`src/rtl/rect_motion_ctl.sv`:
```
// Player rectangle motion controller: per-frame horizontal walk plus a
// jump/gravity state machine against the ground line.
module rect_motion_ctl #(
    parameter int X_INIT   = 100,
    parameter int Y_INIT   = 300,
    parameter int GROUND_Y = 470,
    parameter int X_MAX    = 1230,
    parameter int STEP_X   = 4,
    parameter int JUMP_V   = 16,
    parameter int GRAVITY  = 1,
    parameter int V_MAX    = 20
) (
    input  logic        clk,
    input  logic        rst,
    input  logic        vblnk,
    input  logic        btn_left,
    input  logic        btn_right,
    input  logic        btn_jump,
    output logic [11:0] xpos,
    output logic [11:0] ypos,
    output logic        on_ground
);

    typedef enum logic [1:0] {
        GROUND,
        RISE,
        FALL
    } state_t;

    localparam logic [11:0] GY = 12'(GROUND_Y);
    localparam logic [11:0] XM = 12'(X_MAX);
    localparam logic [11:0] SX = 12'(STEP_X);
    localparam logic [11:0] XI = 12'(X_INIT);
    localparam logic [11:0] YI = 12'(Y_INIT);
    localparam logic [5:0]  JV = 6'(JUMP_V);
    localparam logic [5:0]  GR = 6'(GRAVITY);
    localparam logic [5:0]  VM = 6'(V_MAX);

    state_t      state_q, state_d;
    logic        vblnk_d_q;
    logic        tick;
    logic [11:0] x_q, x_d;
    logic [11:0] y_q, y_d;
    logic [5:0]  vel_q, vel_d;
    logic        og_q, og_d;

    logic [6:0]  v_inc;
    logic [5:0]  v_fall;
    logic [12:0] y_sum;
    logic [12:0] x_sum;

    assign tick = vblnk & ~vblnk_d_q;

    // Fall speed saturates at terminal velocity; sums are one bit wider
    // so the ground and right-edge compares cannot wrap.
    assign v_inc  = {1'b0, vel_q} + {1'b0, GR};
    assign v_fall = (v_inc > {1'b0, VM}) ? VM : v_inc[5:0];
    assign y_sum  = {1'b0, y_q} + {7'd0, v_fall};
    assign x_sum  = {1'b0, x_q} + {1'b0, SX};

    always_comb begin
        state_d = state_q;
        x_d     = x_q;
        y_d     = y_q;
        vel_d   = vel_q;
        og_d    = og_q;
        if (tick) begin
            unique case (state_q)
                GROUND: begin
                    if (btn_jump) begin
                        state_d = RISE;
                        vel_d   = JV;
                    end
                end
                RISE: begin
                    if (y_q < {6'd0, vel_q}) begin
                        y_d     = 12'd0;
                        vel_d   = 6'd0;
                        state_d = FALL;
                    end else if (vel_q <= GR) begin
                        y_d     = y_q - {6'd0, vel_q};
                        vel_d   = 6'd0;
                        state_d = FALL;
                    end else begin
                        y_d   = y_q - {6'd0, vel_q};
                        vel_d = vel_q - GR;
                    end
                end
                FALL: begin
                    if (y_sum >= {1'b0, GY}) begin
                        y_d     = GY;
                        vel_d   = 6'd0;
                        state_d = GROUND;
                    end else begin
                        y_d   = y_sum[11:0];
                        vel_d = v_fall;
                    end
                end
                default: state_d = FALL;
            endcase

            if (btn_left && !btn_right) begin
                x_d = (x_q < SX) ? 12'd0 : x_q - SX;
            end else if (btn_right && !btn_left) begin
                x_d = (x_sum > {1'b0, XM}) ? XM : x_sum[11:0];
            end

            og_d = (state_d == GROUND);
        end
    end

    always_ff @(posedge clk or negedge rst) begin
        if (!rst) begin
            state_q   <= FALL;
            vblnk_d_q <= 1'b0;
            x_q       <= XI;
            y_q       <= YI;
            vel_q     <= 6'd0;
            og_q      <= 1'b0;
        end else begin
            state_q   <= state_d;
            vblnk_d_q <= vblnk;
            x_q       <= x_d;
            y_q       <= y_d;
            vel_q     <= vel_d;
            og_q      <= og_d;
        end
    end

    assign xpos      = x_q;
    assign ypos      = y_q;
    assign on_ground = og_q;

endmodule
```
`config.mk`:
```
export PLATFORM = sky130hd
export DESIGN_NAME = rect_motion_ctl
export DESIGN_NICKNAME = d
export VERILOG_FILES = /design/src/rtl/rect_motion_ctl.sv
export SDC_FILE = /design/constraint.sdc
export NUM_CORES = 1
export LEC_CHECK = 0
export BUFFER_PORTS_ARGS = -buffer_cell sky130_fd_sc_hd__clkbuf_2
export CORE_MARGIN = 5
export CORE_UTILIZATION = 55
export DETAILED_ROUTE_END_ITERATION = 8
export PLACE_DENSITY_LB_ADDON = 0.1
export SLEW_MARGIN = 20
export SYNTH_ARGS = -nofsm -noshare
export SYNTH_HDL_FRONTEND = slang
export SYNTH_SLANG_ARGS = --single-unit
```
`constraint.sdc`:
```
create_clock -name clk -period 4.87 [get_ports clk]
set_input_delay 0.2435 -clock clk [delete_from_list [all_inputs] [get_ports clk]]
set_output_delay 0.2435 -clock clk [all_outputs]
set_load 0.01 [all_outputs]
```
==> results.txt <==
The run finished with clean final reports. The final count of negative-setup-slack endpoints came out at 0. Along the worst path, the maximum fanout reaches 9.

The number of distinct standard cells referenced by the synthesized netlist is 71. The worst setup path category was flop to flop. The overall global routing resource usage came out at 0.239.

The logs give 0 ps for the final sum of negative setup slack and 411 for the gate count after technology mapping. STA classifies the critical path endpoint as a flop. The peak per-stage delay on the critical path was 480 ps. After detailed routing, the wire length on met1 is 4340 µm. The tool flagged a number of max-cap violations equal to 0. TritonCTS built the clock tree.

After detailed routing, the total wire length is 8580 µm. The data arrival time of the critical path is 4450 ps. For the level count of the clock H-tree, the log shows 2.

The worst setup path startpoint is vel_q[0]. Number of enable flip-flop cells after synthesis: 0. Pin placement for this block handled 31 I/O pins. STA classifies the critical path startpoint as a flop. Length of the first detailed-routing pass in iterations: 5. The via count of the first global-routing pass was 2,909; the worst-case clock buffer depth was 2. The run gives 7600 µm² as the total die area. The remaining routing DRC violations is 0, and the remaining global-route overflow is 0.

The layout cell share with drive strength beyond 1 is 0.148. The logic gate share of total power is 0.675, and the total power per unit cell area is 721 nW/µm². The flop and latch count out of synthesis came out at 33.

For the final database, setup skew stands at 7.57 ps. The library cell used most frequently in the layout, excluding fill and tap cells, is sky130_fd_sc_hd__nor2_1. Summing internal, switching and leakage power gives 2510 µW. The tools report the worst slew margin relative to its limit as 0.418.

From bottom edge to top edge, the die measures 87.2 µm. The worst path meets setup with 637 ps of slack. The starting density of the core is 0.560, and the quantity of I/O buffers inserted on ports is 29. Walking the worst path, the cells encountered are ha_1 > nor2b_1 > o21ai_0 > o211ai_1 > a211oi_1 > and2_1 > ha_1 > inv_1 > fa_1 > nor2b_1 > o2111ai_1 > a21o_1 > a221oi_2 > a211oi_2 > and2_4 > a221o_1.

Sink count of the clock tree: 33. Clock transition time at the flip-flop clock pins of the worst setup and hold paths: 70 ps. The path class of the tightest hold or removal check is input port to asynchronous set/reset pin. The cell sitting at the root of the clock tree is a sky130_fd_sc_hd__clkbuf_8. The initial antenna violation count was 0; the placed cell count was 498. In the layout the commonest cells are sky130_fd_sc_hd__nor2_1, sky130_fd_sc_hd__nand2_1, sky130_fd_sc_hd__o21ai_0. The tools report the max-slew violation total from the final report as 0. VDD sags by at most 0.000398 V. The post-DP HPWL is 6430 µm, and the summed instance area of the synthesized netlist is 3280 µm².

The highest routing layer actually used is met4. In this run the remaining antenna-violating nets after routing total 0. In the synthesized netlist the dominant register cell turns out to be sky130_fd_sc_hd__dfrtp_1. The detailed route wirelength on metal3 was 534 µm; the final cell utilization of the core was 0.596. The relative contribution of the clock network to total power was 0.082. The switching share of total power is 0.527, and the total internal power is 1190 µW. The count of filler cells inserted in the layout was 538; the fraction of the yosys area taken by sequential cells was 0.255.

The net count of the finished layout is 462. In this run the horizontal extent of the chip is 87.2 µm. The run gives 28 as the number of placement rows. For the pin with the worst max-slew slack, the measured transition is 873 ps. Setup repair after global routing left no endpoint under its margin. The area of the core is 5850 µm², and the shortest period the worst path allows is 4230 ps. Per-instance average area after synthesis: 7.98 µm². The number of DRC markers in iteration 0 is 218, and the final instance count without filler cells is 506. Timing would allow up to 236 MHz.

Clock tree synthesis inserted a total of 5 buffers. The placer congestion estimate is 0.852. Ranked by total cell area, the synthesized netlist is headed by sky130_fd_sc_hd__dfrtp_1, sky130_fd_sc_hd__ha_1, sky130_fd_sc_hd__dfstp_2.

Area added between synthesis and finish: 6.34%. During synthesis, Yosys emitted a total of 0 warnings. Slowest stage cell on the critical path: sky130_fd_sc_hd__dfrtp_1. The synthesized design spends more area on one cell type than any other, namely sky130_fd_sc_hd__dfrtp_1. The pre-CTS worst setup slack is 734 ps, and the detail-routed via count per cell is 6.25. For the power share of the sequential group, the log shows 0.243. For this design the total switching power over the nets is 1330 µW. The count of final hold-check violations is 0, and the met2 wire length is 3580 µm. Once the clock tree was built, the setup fixing pass inserted 0 buffers. The tools report the antenna cell count as 0. The detail-routed net length per standard cell came out at 16.9 µm. Reg-to-reg startpoint: vel_q[0].

For this design, the CTS-stage hold fixing added 0 buffers. For this design the static power due to leakage is 0.00148 µW. The portion of synthesized cell area occupied by the leading cell type was 0.191.

For this block, the via count after detailed routing is 3,161. The later-pin clock latency in the skew report is 290 ps, and the pin count of the biggest net entering global routing is 34. The proportion of register bits with asynchronous set or reset after synthesis was 1.00; the first-pass GRT wire length was 14,500 µm. For the worst setup path, the data required time is 5090 ps.

The number of gates resized after CTS was 0. Share of the cycle needed by the critical path after routing: 0.869.
[flip-flops by register name, summed over array words and instances, names as in the netlist]
signal     flops
on_ground      1
vel_q          6
ypos          12
xpos          11
vblnk_d_q      1
state_q        2
[Yosys cell counts (4+ instances only)]
| master | n |
|---|---|
| sky130_fd_sc_hd__a21o_1 | 6 |
| sky130_fd_sc_hd__a21oi_1 | 32 |
| sky130_fd_sc_hd__and2_1 | 9 |
| sky130_fd_sc_hd__buf_2 | 4 |
| sky130_fd_sc_hd__buf_6 | 5 |
| sky130_fd_sc_hd__clkbuf_1 | 7 |
| sky130_fd_sc_hd__dfrtp_1 | 25 |
| sky130_fd_sc_hd__dfstp_2 | 8 |
| sky130_fd_sc_hd__ha_1 | 24 |
| sky130_fd_sc_hd__inv_1 | 26 |
| sky130_fd_sc_hd__nand2_1 | 33 |
| sky130_fd_sc_hd__nand2b_1 | 7 |
| sky130_fd_sc_hd__nand3_1 | 15 |
| sky130_fd_sc_hd__nor2_1 | 34 |
| sky130_fd_sc_hd__nor2b_1 | 8 |
| sky130_fd_sc_hd__nor3_1 | 16 |
| sky130_fd_sc_hd__nor4_1 | 4 |
| sky130_fd_sc_hd__o211ai_1 | 8 |
| sky130_fd_sc_hd__o21a_1 | 4 |
| sky130_fd_sc_hd__o21ai_0 | 33 |
| sky130_fd_sc_hd__o21ai_1 | 5 |
| sky130_fd_sc_hd__xnor2_1 | 12 |
[kinds of logic (layout without fill, tap and decap cells)]
| logic type | after synthesis | in the layout | synth area share |
|---|---|---|---|
| simple gates | 157 | 157 | 0.256 |
| buf+inv | 44 | 63 | 0.0656 |
| mux | 3 | 3 | 0.00916 |
| other cells | 1 | 2 | 0.00114 |
| xor+xnor | 15 | 15 | 0.0401 |
| compound gates | 132 | 132 | 0.269 |
| fa+ha+maj | 26 | 26 | 0.104 |
| flops | 33 | 33 | 0.255 |
[stage by stage]
step	area, µm²	hold slack [ps]
after floorplan	3280	-52.1
after global placement	3400	381
after detailed placement	3400	384
after CTS	3490	78.5
after global routing	3490	88.5
final	3490	56.7
[worst max-delay path: cells and delay by family, from the launching register on]
| kind | cells | cell delay, ps |
|---|---|---|
| compound gates | 8 | 1900 |
| fa+ha+maj | 3 | 930 |
| simple gates | 4 | 770 |
| flops | 1 | 480 |
| buf+inv | 1 | 70 |
[power by group through the flow]
stage                     sequential, µW  clock [µW]  combinational (µW)
final                                611         206                1700
after global routing                 638         224                1880
after CTS                            610         211                1670
after detailed placement             615           0                1660
after global placement               607           0                1630
after floorplan                      566           0                1290
[layout make-up]
| cell class | count | area (µm²) | share of cell area |
|---|---|---|---|
| inverter | 26 | 97.6 | 0.0280 |
| clock buffer | 6 | 72.6 | 0.0208 |
| timing repair buffer | 29 | 145 | 0.0416 |
| tap | 75 | 93.8 | 0.0269 |
| sequential | 33 | 836 | 0.240 |
| multi-input combinational | 335 | 2230 | 0.640 |
| clock inverter | 2 | 10.0 | 0.00287 |
[path summary, 6_finish.rpt]
check                            endpoint  slack, ps  depth (start not counted)
worst max register to register    ypos[3]        640                         16
min in group clk                vblnk_d_q         90                          1
worst min register to register   ypos[10]        540                          1
worst min-delay path              ypos[0]         60                          1
max in group asynchronous         xpos[3]       4260                          1
worst max-delay path              ypos[3]        640                         16
[per-layer routing]
metal	vias up	GRT usage
met3	14	0.0331
met1	1493	0.378
met2	106	0.331
met4	0	0.0753
met5	-	0
li1	1548	-
(Power assumes the default switching activity.)
